<file path="src/rtl/pc_sequencer.sv">
// Program sequencer: fetch/decode/execute FSM, flag-conditional branches and a CALL/RET return stack.
// Define STACK_ERR_HALT_EN to halt on stack overflow/underflow instead of stepping past the faulting CALL/RET.
module pc_sequencer #(
  parameter  int PC_W        = 8,
  parameter  int INSTR_W     = 32,
  parameter  int STACK_DEPTH = 4,
  localparam int CNT_W       = $clog2(STACK_DEPTH + 1)
) (
  input  logic               clk,
  input  logic               reset,
  input  logic               instr_valid,
  input  logic [INSTR_W-1:0] crnt_instrn,
  input  logic               zro_flag,
  input  logic               carry_flag,
  input  logic               neg_flag,
  output logic               instr_req,
  output logic [PC_W-1:0]    pc,
  output logic [2:0]         current_state,
  output logic [CNT_W-1:0]   stk_cnt,
  output logic               stk_err,
  output logic               halted
);

  localparam int              IDX_W    = (STACK_DEPTH > 1) ? $clog2(STACK_DEPTH) : 1;
  localparam logic [CNT_W-1:0] STK_FULL = CNT_W'(STACK_DEPTH);

  typedef enum logic [2:0] {
    S_IDLE   = 3'd0,
    S_FETCH  = 3'd1,
    S_DECODE = 3'd2,
    S_EXEC   = 3'd3,
    S_HALT   = 3'd4
  } state_t;

  // Opcodes 8-15 are not enumerated; they fall through to the NOP path.
  typedef enum logic [3:0] {
    OP_NOP  = 4'd0,
    OP_JMP  = 4'd1,
    OP_JZ   = 4'd2,
    OP_JC   = 4'd3,
    OP_JN   = 4'd4,
    OP_CALL = 4'd5,
    OP_RET  = 4'd6,
    OP_HALT = 4'd7
  } op_t;

  state_t             state_q, state_d;
  logic [PC_W-1:0]    pc_q, pc_d;
  logic [INSTR_W-1:0] ir_q, ir_d;
  op_t                op_q, op_d;
  logic [CNT_W-1:0]   stk_cnt_q, stk_cnt_d;
  logic               stk_err_q, stk_err_d;

  logic [PC_W-1:0]    stack_q [STACK_DEPTH];
  logic               push_en;
  logic               stk_fault;
  logic [PC_W-1:0]    pc_inc;
  logic [PC_W-1:0]    imm;
  logic [IDX_W-1:0]   push_idx;
  logic [IDX_W-1:0]   pop_idx;

  assign pc_inc   = pc_q + PC_W'(1);
  assign imm      = ir_q[PC_W-1:0];
  assign push_idx = IDX_W'(stk_cnt_q);
  assign pop_idx  = IDX_W'(stk_cnt_q - CNT_W'(1));

  // Middle instruction bits carry no meaning for the sequencer.
  logic unused_ir_bits;
  assign unused_ir_bits = ^ir_q[INSTR_W-5:PC_W];

  always_comb begin
    // NOTE: every signal gets a default before the case so no path leaves it unassigned (no latch).
    state_d   = state_q;
    pc_d      = pc_q;
    ir_d      = ir_q;
    op_d      = op_q;
    stk_cnt_d = stk_cnt_q;
    stk_err_d = stk_err_q;
    push_en   = 1'b0;
    stk_fault = 1'b0;

    case (state_q)
      S_IDLE: state_d = S_FETCH;

      S_FETCH: begin
        if (instr_valid) begin
          ir_d    = crnt_instrn;
          state_d = S_DECODE;
        end
      end

      S_DECODE: begin
        op_d    = op_t'(ir_q[INSTR_W-1 -: 4]);
        state_d = S_EXEC;
      end

      S_EXEC: begin
        state_d = S_FETCH;
        case (op_q)
          OP_JMP: pc_d = imm;
          OP_JZ:  pc_d = zro_flag   ? imm : pc_inc;
          OP_JC:  pc_d = carry_flag ? imm : pc_inc;
          OP_JN:  pc_d = neg_flag   ? imm : pc_inc;
          OP_CALL: begin
            if (stk_cnt_q == STK_FULL) begin
              stk_fault = 1'b1;
            end else begin
              push_en   = 1'b1;
              stk_cnt_d = stk_cnt_q + CNT_W'(1);
              pc_d      = imm;
            end
          end
          OP_RET: begin
            if (stk_cnt_q == '0) begin
              stk_fault = 1'b1;
            end else begin
              stk_cnt_d = stk_cnt_q - CNT_W'(1);
              pc_d      = stack_q[pop_idx];
            end
          end
          OP_HALT: state_d = S_HALT;
          default: pc_d = pc_inc;
        endcase

        if (stk_fault) begin
          stk_err_d = 1'b1;
`ifdef STACK_ERR_HALT_EN
          state_d   = S_HALT;
`else
          pc_d      = pc_inc;
`endif
        end
      end

      S_HALT: state_d = S_HALT;

      default: state_d = S_IDLE;
    endcase
  end

  always_ff @(posedge clk or negedge reset) begin
    if (!reset) begin
      // NOTE: state registers use non-blocking assignments so every flop samples pre-edge values.
      state_q   <= S_IDLE;
      pc_q      <= '0;
      ir_q      <= '0;
      op_q      <= OP_NOP;
      stk_cnt_q <= '0;
      stk_err_q <= 1'b0;
    end else begin
      state_q   <= state_d;
      pc_q      <= pc_d;
      ir_q      <= ir_d;
      op_q      <= op_d;
      stk_cnt_q <= stk_cnt_d;
      stk_err_q <= stk_err_d;
    end
  end

  // NOTE: the stack array is not reset; entries at or above stk_cnt are never read, so clearing the count suffices.
  always_ff @(posedge clk) begin
    if (push_en) begin
      stack_q[push_idx] <= pc_inc;
    end
  end

  assign instr_req     = (state_q == S_FETCH);
  assign halted        = (state_q == S_HALT);
  assign current_state = state_q;
  assign pc            = pc_q;
  assign stk_cnt       = stk_cnt_q;
  assign stk_err       = stk_err_q;

endmodule

</file>
<file path="config.mk">
export PLATFORM = sky130hd
export DESIGN_NAME = pc_sequencer
export DESIGN_NICKNAME = d
export VERILOG_FILES = /design/src/rtl/pc_sequencer.sv
export SDC_FILE = /design/constraint.sdc
export NUM_CORES = 1
export LEC_CHECK = 0
export CORE_MARGIN = 8
export CORE_UTILIZATION = 45
export CTS_CLUSTER_SIZE = 8
export DETAILED_ROUTE_END_ITERATION = 10
export PLACE_DENSITY = 0.8
export SYNTH_ARGS = -nofsm -noshare
export SYNTH_HDL_FRONTEND = slang
export SYNTH_SLANG_ARGS = --single-unit
</file>
<file path="constraint.sdc">
create_clock -name clk -period 2.4 [get_ports clk]
set_input_delay 0.72 -clock clk [delete_from_list [all_inputs] [get_ports clk]]
set_output_delay 0.72 -clock clk [all_outputs]
set_load 0.02 [all_outputs]
</file>
**Word level (Yosys, flattened, before mapping)**

Memories as Yosys holds them, arrays and structs flattened.
Index checks and enable logic that the tools add are counted.

- Memories: 1
- Logic and storage cells: 57
- Bits in writable memories: 32
- Register bits after elaboration: 51
- Output and inout bits: 17

Memory list:

| memory | words | bits a word | rd ports | clocked after memory_dff | wr ports | RTL line | source |
|---|---|---|---|---|---|---|---|
| stack_q | 4 | 8 | 1 | 0 | 1 | 54 | `logic [PC_W-1:0] stack_q [STACK_DEPTH];` |

- Add/sub/neg operators: 3
- Reduce and logical (&&, ||, !) cells: 7
- Eq/ne operators: 18
- Multiplexer cells: 22

Operators with widths:

| operator | count |
|---|---|
| case mux 8 bit (7 select lines) | 1 |
| two-way mux 8 bit | 6 |
| equality test 4 x 3 -> 1 bit, second input constant | 4 |
| case mux 3 bit (5 select lines) | 1 |
| two-way mux 3 bit | 4 |
| adder 8 x 1 -> 8 bit, second input constant | 1 |
| equality test 4 x 2 -> 1 bit, second input constant | 2 |
| two-way mux 1 bit | 8 |
| inequality test 2 bit, second input constant | 4 |
| AND reduction 4 bit | 2 |
| equality test 3 x 2 -> 1 bit, second input constant | 2 |
| equality test 3 bit, second input constant | 2 |
| zero test 3 bit | 2 |
| inequality test 3 bit, second input constant | 2 |
| case mux 3 bit (2 select lines) | 1 |
| equality test 4 x 1 -> 1 bit, second input constant | 1 |
| AND reduction 2 bit | 2 |
| adder 3 x 1 -> 3 bit, second input constant | 1 |
| equality test 3 x 1 -> 1 bit, second input constant | 1 |
| subtractor 3 x 1 -> 3 bit, second input constant | 1 |
| case mux 1 bit (2 select lines) | 1 |
| nonzero test 2 bit | 1 |

**Depth between registers and ports, before layout**

- Depth in word-level cells: 6
- Mapped depth: 9
- Mapped depth without buffers: 7

**Worst setup path before layout**

OpenSTA, ideal clock, no wires.

- Kind: reg2reg
- Start point: register stk_cnt_q[0] (netlist: stk_cnt[0])
- End point: register pc_q[6] (netlist: pc[6])
- Path slack: -51 ps
- Arrival: 2,300 ps
- Buffers on the path: 2
- Stages on the path, launching flop included: 10
- Library setup time: 151 ps
- Cell sequence: dfrtp_1 > buf_2 > inv_1 > ha_1 > a21oi_1 > nor2_1 > or4_1 > clkbuf_1 > o21ai_0 > a41oi_1

- Word-level cells in the longest chain between the ends: 6
- Elaborated cells on any way between the ends: 15
- Those cells by class: 1 x add/sub; 4 x eq/ne; 7 x mux; 2 x reduce/logical; 1 x memory

RTL lines:

| what | RTL line | source |
|---|---|---|
| from (decl) | 51 | `logic [CNT_W-1:0] stk_cnt_q, stk_cnt_d;` |
| from (signal assigned) | 155 | `stk_cnt_q <= stk_cnt_d;` |
| parallel branches: the longest is 6 deep, another holds memory (4 x 8 bit) | n/a |  |
| to (signal assigned) | 152 | `pc_q <= pc_d;` |
| to (decl) | 48 | `logic [PC_W-1:0] pc_q, pc_d;` |

Parallel ways; which one is timed is not known. The select of a mux whose other input is x is not followed.
A chain may end at the register's enable or synchronous reset.

**Worst setup path in the final report**

- Start point: register stk_cnt_q[0] (netlist: stk_cnt[0])
- End point: output port stk_cnt[0]

RTL lines:

| what | RTL line | source |
|---|---|---|
| to (decl) | 19 | `output logic [CNT_W-1:0] stk_cnt,` |

No word-level cell between the ends.

==> impl_results.md <==
* Status: completed
* Post-cts sizing count at 1
* Starting Density at 46.05%
* Worst hold path type: reg -> reg
* Worst Max-Slew Pin Slew at approximately 650 ps
* Wire length per cell at approximately 18 um
* Commonest non-fill, non-tap cells in the layout: clkdlybuf4s50_1 (32), edfxtp_1 (32), dfrtp_1 (31), mux2_2 (17), a21oi_1 (14)
* Sequential area share after synthesis at between 50% and 60%
* CP endpoint kind: output port
* IO Pins at 55
* Main synth FF type: edfxtp_1
* Clock buffer depth at 2
* Routed wire length at about 6700 um
* Rel. slew slack at 56.52%
* Initial antenna violation count at 0
* TritonCTS buffer count at 9
* Initial DRT Pass Iterations at 5
* Syn Area/Cell at approximately 13 um^2
* Clock latency on the worst-skew pair at around 350 ps
* Root buf cell: clkbuf_8
* Post-Synthesis Net Count at ~280
* Die Y at between 90 and 100 um
* Min Tclk post-route at between 2000 and 2500 ps
* Total power at 4.486 mW
* Worst setup path class: reg -> out
* Worst endpoint required time at 1680 ps
* Crit-path max FO at 11
* Slowest stage delay, CP at ~650 ps
* RSZ-0062 raised after global routing: no
* IO Port Bufs at 34
* Fmax at about 440 MHz
* TritonCTS clock tree: yes
* Die area at 9785 um^2
* H-tree depth at 3
* MaxCap Viol Count at 0
* Routed Antenna Nets at 0
* CP max stage cell: clkdlybuf4s50_1
* Max IR drop VDD at a little over 0.7 mV
* CTS sink count at 63
* Synth warn at 0
* Cell Area, Synth at ~3100 um^2
* Diodes inserted at 0
* Worst Skew at between 10 and 15 ps
* # rows at 30
* Area Overhead vs Synth at 21.31%
* Routability Congestion at 0.8425
* Share of layout cells above drive strength 1 at 20.63%
* Drc violations at 0
* Fraction of registers with async set/reset at about half
* Worst path arrival time at roughly 1600 ps
* Cells along the critical path: buf_4, clkdlybuf4s50_1
* Via count at roughly 2,100
* Lkg Pwr at 1.391 nW
* Tcrit/Tclk final at a little over nine tenths
* Die width at 98.92 um
* CP startpoint kind: flip-flop
* CTS Hold Bufs at 0
* 1st-iter DRT viols at ~160
* Largest net degree at the start of global routing at 32
* Hold WS at between 500 and 600 ps
* First-pass GRT wire length at around 11,000 um
* Pins over their slew limit at 0
* Cells after Synth at around 240
* Nets at about 330
* Final core occ at a little under three fifths
* Final setup fails at 0
* Power per cell area at 1195 nW/um^2
* Seq cells post-synth at 63
* Core box area at about 6700 um^2
* Setup_tns at 0 ps
* Vias in the first global route at 2,222
* # Post-CTS Setup Buffers at 0
* Number of enable flip-flop cells after synthesis at 32
* GR Overflow Total at 0
* Vias per std cell at 5.866
* Total GRT Usage at around 14%
* Detailed Place HPWL at ~4800 um
* Distinct cell type count after synthesis at between 50 and 60
* Clock Pin Slew Worst Setup and Hold Paths at ~70 ps
* Final Hold Fails at 0
-- routing by layer --
metal  wire [um]  vias up  track usage, %
met5           0        -               0
met2        3267       84           22.71
met4          65        0           4.250
met1        2901     1063           18.22
li1            -      990               -
met3         451       10           4.722
-- power by group --
group          leakage [nW]  total, mW  switching (mW)  internal [mW]
sequential            0.667       1.74           0.265           1.48
combinational         0.624       1.83           0.976          0.856
clock                0.0992      0.911           0.431          0.480
total                  1.39       4.49            1.67           2.81
-- cell usage after synthesis, drive strengths merged, types with 2 or more instances --
master | instances | area, um^2
edfxtp | 32 | 960.9
dfrtp | 31 | 775.7
mux2 | 17 | 191.4
a21oi | 14 | 70.07
nor2 | 12 | 45.04
nand2 | 11 | 41.29
and2 | 8 | 50.05
inv | 8 | 30.03
mux4 | 8 | 180.2
o21ai | 8 | 40.03
clkbuf | 7 | 26.28
ha | 6 | 75.07
nand2b | 6 | 52.55
nand3 | 6 | 30.03
o211ai | 6 | 45.04
xnor2 | 6 | 52.55
nand3b | 4 | 30.03
buf | 3 | 21.27
nor3 | 3 | 15.01
nor3b | 3 | 27.52
nor4 | 3 | 31.28
or4 | 3 | 22.52
xor2 | 3 | 26.28
a221oi | 2 | 23.77
a22oi | 2 | 15.01
a31oi | 2 | 12.51
o221ai | 2 | 17.52
or3 | 2 | 12.51
-- area by class of cell --
class                      instances  area [um^2]
clock buffer                       9        123.9
clock inverter                     7        73.82
fill                             530         2965
inverter                           8        30.03
multi-input combinational        156         1280
sequential                        63         1737
tap                               80        100.1
timing repair buffer              43        409.1
-- cells by family after synthesis --
family,count (synthesis),synth area share [%]
adder cells (fa/ha/maj),6,2.426
XOR/XNOR,9,2.548
multiplexers,26,12.33
flip-flops,63,56.13
buffers and inverters,18,2.507
AND/OR/NAND/NOR,71,14.68
AO/OA/AOI/OAI,44,9.381
-- flip-flops by register name (all words and copies together) (netlist names) --
register       flops
stk_err            1
ir_q              12
stk_cnt            3
current_state      3
stack_q           32
op_q               4
pc                 8
-- final timing paths --
| check | cells past startpoint | slack [ps] | from | endpoint |
|---|---|---|---|---|
| setup / recovery | 2 | 120 | stk_cnt[0] | stk_cnt[0] |
| hold / removal | 1 | 510 | stk_err | stk_err |
| setup reg to reg | 7 | 310 | stk_cnt[1] | pc[2] |
| hold reg to reg | 1 | 510 | stk_err | stk_err |
| max in group asynchronous | 2 | 1320 | reset | stk_cnt[2] |
| min in group asynchronous | 2 | 770 | reset | pc[3] |
-- metrics by stage --
stage | std cells | setup WS, ps | instance area (um^2)
after floorplan | 237 | 41.62 | 3097
after global placement | 350 | 140.7 | 3555
after detailed placement | 350 | 105.5 | 3555
after CTS | 366 | 2.740 | 3751
after global routing | 366 | 30.23 | 3754
final | 366 | 117.7 | 3754
-- critical path, delay by kind of cell (launching register included) --
family	cells	cell delay [ps]
buffers and inverters	2	880
DFF	1	340
(Power assumes the default switching activity.)
